`src/rtl/instruction_cache_pkg.sv`:
```
// Shared types and address-field helpers for the direct-mapped instruction cache.
package icache_pkg;

    localparam int NUM_BLOCKS      = 8;
    localparam int WORDS_PER_BLOCK = 4;
    localparam int OFFSET_W        = 4;
    localparam int INDEX_W         = 3;
    localparam int TAG_W           = 32 - INDEX_W - OFFSET_W;
    localparam int BLOCK_W         = 128;

    typedef enum logic [1:0] {
        IDLE     = 2'd0,
        MEM_READ = 2'd1,
        UPDATE   = 2'd2
    } state_e;

    function automatic logic [TAG_W-1:0] pc_tag(input logic [31:0] pc);
        return pc[31 -: TAG_W];
    endfunction

    function automatic logic [INDEX_W-1:0] pc_index(input logic [31:0] pc);
        return pc[OFFSET_W +: INDEX_W];
    endfunction

    function automatic logic [1:0] pc_word(input logic [31:0] pc);
        return pc[3:2];
    endfunction

    function automatic logic [31:0] word_sel(input logic [BLOCK_W-1:0] blk,
                                             input logic [1:0] w);
        return blk[{w, 5'd0} +: 32];
    endfunction

endpackage

```
`src/rtl/instruction_cache_if.sv`:
```
// Fetch-side and memory-side bundles of the instruction cache.
interface icache_fetch_if;
    logic [31:0] PC;
    logic        read;
    logic [31:0] instruction;
    logic        busywait;

    modport master (output PC, read, input instruction, busywait);
    modport slave  (input PC, read, output instruction, busywait);
endinterface

interface icache_mem_if;
    import icache_pkg::*;
    logic [TAG_W+INDEX_W-1:0] mem_address;
    logic                     mem_read;
    logic [BLOCK_W-1:0]       mem_readdata;
    logic                     mem_busywait;

    modport master (output mem_read, mem_address,
                    input mem_readdata, mem_busywait);
    modport slave  (input mem_read, mem_address,
                    output mem_readdata, mem_busywait);
endinterface

```
`src/rtl/instruction_cache_line_array.sv`:
```
// Valid/tag/data storage: one synchronous write port, one combinational read port.
module icache_line_array
    import icache_pkg::*;
(
    input  logic               clk_i,
    input  logic               rst_i,
    input  logic               we_i,
    input  logic [INDEX_W-1:0] widx_i,
    input  logic [TAG_W-1:0]   wtag_i,
    input  logic [BLOCK_W-1:0] wdata_i,
    input  logic [INDEX_W-1:0] ridx_i,
    output logic               rvalid_o,
    output logic [TAG_W-1:0]   rtag_o,
    output logic [BLOCK_W-1:0] rdata_o
);

    logic [NUM_BLOCKS-1:0] valid_q;
    logic [TAG_W-1:0]      tag_q  [NUM_BLOCKS];
    logic [BLOCK_W-1:0]    data_q [NUM_BLOCKS];

    always_ff @(posedge clk_i or posedge rst_i) begin
        if (rst_i) begin
            valid_q <= '0;
        end else if (we_i) begin
            valid_q[widx_i] <= 1'b1;
        end
    end

    // Tag and data need no reset: valid gates every use.
    always_ff @(posedge clk_i) begin
        if (we_i) begin
            tag_q[widx_i]  <= wtag_i;
            data_q[widx_i] <= wdata_i;
        end
    end

    assign rvalid_o = valid_q[ridx_i];
    assign rtag_o   = tag_q[ridx_i];
    assign rdata_o  = data_q[ridx_i];

endmodule

```
`src/rtl/instruction_cache.sv`:
```
// Direct-mapped read-only instruction cache with a 128-bit block refill FSM.
module instruction_cache
    import icache_pkg::*;
(
    input  logic          CLK,
    input  logic          RESET,
    icache_fetch_if.slave fetch,
    icache_mem_if.master  mem
);

    state_e             state_q, state_d;
    logic [TAG_W-1:0]   miss_tag_q, miss_tag_d;
    logic [INDEX_W-1:0] miss_idx_q, miss_idx_d;

    logic               line_valid;
    logic [TAG_W-1:0]   line_tag;
    logic [BLOCK_W-1:0] line_data;
    logic               hit;
    logic               we;
    logic               busy;
    logic               mrd;
    logic [TAG_W+INDEX_W-1:0] maddr;
    logic [31:0]        instr;

    icache_line_array u_lines (
        .clk_i    (CLK),
        .rst_i    (RESET),
        .we_i     (we),
        .widx_i   (miss_idx_q),
        .wtag_i   (miss_tag_q),
        .wdata_i  (mem.mem_readdata),
        .ridx_i   (pc_index(fetch.PC)),
        .rvalid_o (line_valid),
        .rtag_o   (line_tag),
        .rdata_o  (line_data)
    );

    assign hit = fetch.read && (state_q == IDLE) && line_valid
              && (line_tag == pc_tag(fetch.PC));

    always_ff @(posedge CLK or posedge RESET) begin
        if (RESET) begin
            state_q    <= IDLE;
            miss_tag_q <= '0;
            miss_idx_q <= '0;
        end else begin
            state_q    <= state_d;
            miss_tag_q <= miss_tag_d;
            miss_idx_q <= miss_idx_d;
        end
    end

    always_comb begin
        state_d    = state_q;
        miss_tag_d = miss_tag_q;
        miss_idx_d = miss_idx_q;
        busy       = 1'b0;
        mrd        = 1'b0;
        maddr      = '0;
        instr      = 32'h0;
        we         = 1'b0;
        unique case (state_q)
            IDLE: begin
                if (hit) begin
                    instr = word_sel(line_data, pc_word(fetch.PC));
                end else if (fetch.read) begin
                    busy       = 1'b1;
                    miss_tag_d = pc_tag(fetch.PC);
                    miss_idx_d = pc_index(fetch.PC);
                    state_d    = MEM_READ;
                end
            end
            MEM_READ: begin
                busy  = 1'b1;
                mrd   = 1'b1;
                maddr = {miss_tag_q, miss_idx_q};
                if (!mem.mem_busywait) begin
                    we      = 1'b1;
                    state_d = UPDATE;
                end
            end
            UPDATE: begin
                busy    = 1'b1;
                state_d = IDLE;
            end
            default: state_d = IDLE;
        endcase
    end

    // Outputs forced quiet while reset is held, independent of the clock.
    assign fetch.busywait    = busy & ~RESET;
    assign fetch.instruction = RESET ? 32'h0 : instr;
    assign mem.mem_read      = mrd & ~RESET;
    assign mem.mem_address   = RESET ? '0 : maddr;

endmodule

```
`src/flat_wrapper.sv`:
```
// flat-port wrapper written by rule: the top's interface ports become plain ports
module instruction_cache_flat import icache_pkg::*;
  (CLK, RESET, fetch_PC, fetch_read, fetch_instruction, fetch_busywait, mem_mem_read, mem_mem_address, mem_mem_readdata, mem_mem_busywait);
  icache_fetch_if fetch_i ();
  icache_mem_if mem_i ();
  input  logic CLK;
  input  logic RESET;
  input wire logic [$bits(fetch_i.PC)-1:0] fetch_PC;
  input wire logic [$bits(fetch_i.read)-1:0] fetch_read;
  output wire logic [$bits(fetch_i.instruction)-1:0] fetch_instruction;
  output wire logic [$bits(fetch_i.busywait)-1:0] fetch_busywait;
  output wire logic [$bits(mem_i.mem_read)-1:0] mem_mem_read;
  output wire logic [$bits(mem_i.mem_address)-1:0] mem_mem_address;
  input wire logic [$bits(mem_i.mem_readdata)-1:0] mem_mem_readdata;
  input wire logic [$bits(mem_i.mem_busywait)-1:0] mem_mem_busywait;
  assign fetch_i.PC = fetch_PC;
  assign fetch_i.read = fetch_read;
  assign fetch_instruction = fetch_i.instruction;
  assign fetch_busywait = fetch_i.busywait;
  assign mem_mem_read = mem_i.mem_read;
  assign mem_mem_address = mem_i.mem_address;
  assign mem_i.mem_readdata = mem_mem_readdata;
  assign mem_i.mem_busywait = mem_mem_busywait;
  instruction_cache u_core (.CLK(CLK), .RESET(RESET), .fetch(fetch_i), .mem(mem_i));
endmodule
```
`config.mk`:
```
export PLATFORM = sky130hd
export DESIGN_NAME = instruction_cache_flat
export DESIGN_NICKNAME = d
export VERILOG_FILES = /design/src/rtl/instruction_cache_pkg.sv /design/src/rtl/instruction_cache_if.sv /design/src/rtl/instruction_cache_line_array.sv /design/src/rtl/instruction_cache.sv /design/src/flat_wrapper.sv
export SDC_FILE = /design/constraint.sdc
export NUM_CORES = 1
export LEC_CHECK = 0
export ABC_CLOCK_PERIOD_IN_PS = 15000
export CORE_MARGIN = 1
export CORE_UTILIZATION = 30
export CTS_BUF_LIST = sky130_fd_sc_hd__clkbuf_2
export DETAILED_ROUTE_END_ITERATION = 16
export PLACE_DENSITY = 0.48
export SETUP_SLACK_MARGIN = 0.05
export SLEW_MARGIN = 20
export SYNTH_ARGS = -nofsm -noshare
export SYNTH_HDL_FRONTEND = slang
export SYNTH_SLANG_ARGS = --single-unit
export TNS_END_PERCENT = 100
```
`constraint.sdc`:
```
create_clock -name CLK -period 15 [get_ports CLK]
set_input_delay 4.5 -clock CLK [delete_from_list [all_inputs] [get_ports CLK]]
set_output_delay 4.5 -clock CLK [all_outputs]
set_load 0.05 [all_outputs]
```
==> impl_metrics.ini <==
[outcome]
status = complete, no violations

[logic_synthesis]
ys_ff_latch = 1262
synthDistinctLibCells = 39
syn_inst = 2036
synthArstFlopShare = 0.0301
ys.flop_type = edfxtp_1
yosysSeqAreaShare = 0.777
avgSynthCellArea_sq_um = 23.8
yosys_warnings = 0
synth-edff-count = 1224
syn_area_sq_mm = 0.0485
syn_nets = 2205

[cts]
clkTransAtPathRegs_ns = 0.09
clk_latency_ns = 1.65
cts_num_sinks = 1262
cts_buffers = 339
cts_root_buf = clkbuf_2
htree_levels = 5
cts_tree = built
ctsHoldBuffers = 0
post_cts_resized = 0
cts_setup_buffers = 0
cts.path.max_buffers = 4

[drt]
drc = 0
routed_via_density = 4.69
vias = 23100
wl_per_cell_microns = 24.5
drtPass1Iterations = 5
antenna_left = 0
wl_microns = 121000
drt-initial-drc-count = 1614

[place]
dpl.hpwl_microns = 64100
portBuffers = 223
pre_cts_ws_ns = 1.46
gp_congestion = 0.701

[power_and_ir_drop]
ir_worst_vdd_mv = 0.0668
p_leak_nw = 18.2
pwr_density_cell_mw_per_mm2 = 133

[floorplan]
die_area_sq_mm = 0.163
die_w_microns = 404
start_util = 0.302
core_area_sq_mm = 0.161
die_y_microns = 404
io_pins = 226
rows = 147

[timing]
setup-tns-final_ns = 0
timing.final.ws_setup_ns = 1.64
fin_crit_sh = 0.891
fmax_mhz = 74.8
slew_headroom = 0.275
clock_skew_ns = 0.113
finalCriticalPeriod_ns = 13.36
rsz0062_at_grt = false
fin_hold_ws_ns = 0.475
drv_slew = 0
final-setup-viol-count = 0
hold_viol = 0
worst_slew_pin_slew_ns = 1.09

[critical_path]
cp_num_buf_inv = 3
crit_required_ns = 10.50
crit_family = simple AND/OR/NAND/NOR gates
slowest_delay_ns = 0.86
crit_fanout = 59
crit_chain = buf_8, nor2b_1, a22oi_1, a21oi_1, o22ai_1, nor4_2, nand4_1, buf_4, nor2_1, clkdlybuf4s50_1
cp-end-kind = output pin
cp.arrival_ns = 8.86
crit_path_top_delay_cell = nor2b_1
crit_type = input pin to output pin
start_kind = input pin

[global_routing]
grt_pass1_wl_microns = 173000
top_usage_layer = met2
grt_overflow_total = 0
grt_use_met2 = 0.241
met1_usage = 0.191
antenna_found_initial = 29
grt_max_degree = 131
groute.layer.met3.usage = 0.0433
grt_pass1_vias = 25400
grtUsageTotal = 0.149

[finish]
drive_gt1_frac = 0.339
area_growth_pct = 16.0
multiInputGateArea_sq_mm = 0.0104
nets = 2709
fillers = 15000
seq_area_sq_mm = 0.0377

[hold_path]
hold_path_class = flop to flop

[job]
drv_cap = 0
## worst register-to-register path, delay by kind of cell, from the launching register on
kind          cells  cell delay [ns]
fa+ha+maj         1             0.27
buf+inv           4             2.28
flops             1             0.41
simple gates      2             0.74
## layout by cell type, fill, tap and decap left out, types with 6 or more instances in the layout
cell	synthesis	final
a21oi_1	13	13
a22oi_1	22	22
and2_1	30	30
and3_1	11	11
buf_12	0	8
buf_4	5	35
clkbuf_2	0	472
clkdlybuf4s50_1	0	218
clkinv_1	0	66
clkinv_2	0	18
dfrtp_1	38	38
edfxtp_1	1224	1224
mux2_2	21	21
mux2_4	9	9
mux2i_1	112	112
mux4_2	340	340
nor2_1	40	34
nor2_4	0	6
o21ai_0	6	6
or2_2	8	8
xor2_1	12	12
## sequential cells by signal, summed over array words and instances (netlist names)
signal                  cells
u_core.miss_idx_q           3
u_core.u_lines.tag_q      200
u_core.state_q              2
u_core.u_lines.valid_q      8
u_core.miss_tag_q          25
u_core.u_lines.data_q    1024
## power breakdown
| part | switching (mW) | internal, mW |
|---|---|---|
| Combinational | 0.514 | 0.341 |
| Sequential | 0.147 | 4.24 |
| Clock | 1.37 | 0.892 |
## worst paths after layout
kind	cells after the start	from	slack, ns	endpoint
min in group asynchronous	3	RESET	3.44	u_core.u_lines.valid_q[1]
setup reg to reg	7	u_core.state_q[1]	10.82	u_core.u_lines.data_q[0][42]
setup / recovery	10	fetch_PC[4]	1.64	fetch_instruction[23]
hold reg to reg	1	u_core.u_lines.valid_q[1]	0.47	u_core.u_lines.valid_q[1]
hold / removal	1	u_core.u_lines.valid_q[1]	0.47	u_core.u_lines.valid_q[1]
max in group asynchronous	3	RESET	11.05	u_core.u_lines.valid_q[3]
## final cells by class
| type | count | area share |
|---|---|---|
| Inverter | 4 | 0.000267 |
| Clock buffer | 472 | 0.0420 |
| Tap cell | 2160 | 0.0480 |
| Clock inverter | 90 | 0.00780 |
| Antenna cell | 4 | 0.000178 |
| Sequential cell | 1262 | 0.670 |
| Timing Repair Buffer | 265 | 0.0472 |
| Multi-Input combinational cell | 668 | 0.185 |
## routing by layer
metal,wire (microns),up-vias
met1,52100,12300
li1,-,9892
met4,2710,32
met3,7210,242
met2,58600,685
met5,215,-
## synth_stat cells, types with 6 or more instances
| library cell | number | area [sq um] |
|---|---|---|
| mux2i_1 | 112 | 1120 |
| edfxtp_1 | 1224 | 36800 |
| buf_1 | 17 | 63.8 |
| dfrtp_1 | 38 | 951 |
| or2_2 | 8 | 50.1 |
| a21oi_1 | 13 | 65.1 |
| a22oi_1 | 22 | 165 |
| mux4_2 | 340 | 7660 |
| mux2_2 | 21 | 236 |
| nor2_1 | 40 | 150 |
| mux2_4 | 9 | 135 |
| and2_1 | 30 | 188 |
| buf_2 | 33 | 165 |
| and3_1 | 11 | 68.8 |
| o21ai_0 | 6 | 30.0 |
| clkbuf_1 | 41 | 154 |
| xor2_1 | 12 | 105 |
## logic make-up after synthesis
| logic type | count (synthesis) | share of synthesized area |
|---|---|---|
| compound gates | 54 | 0.00743 |
| flops | 1262 | 0.777 |
| simple gates | 115 | 0.0128 |
| fa+ha+maj | 5 | 0.00129 |
| xor+xnor | 12 | 0.00217 |
| mux | 482 | 0.189 |
| buf+inv | 106 | 0.0104 |
## through the flow
stage / cells / instance area (sq um) / utilization / total power [mW]
after floorplan: 2036 / 48500 / - / 4.98
final: 4925 / 56300 / 0.350 / 7.50
after detailed placement: 4359 / 53500 / 0.333 / 5.35
after CTS: 4921 / 56300 / 0.350 / 7.65
after global routing: 4924 / 56300 / 0.350 / 7.89
after global placement: 4359 / 53500 / 0.333 / 5.31
(Power assumes the default switching activity.)
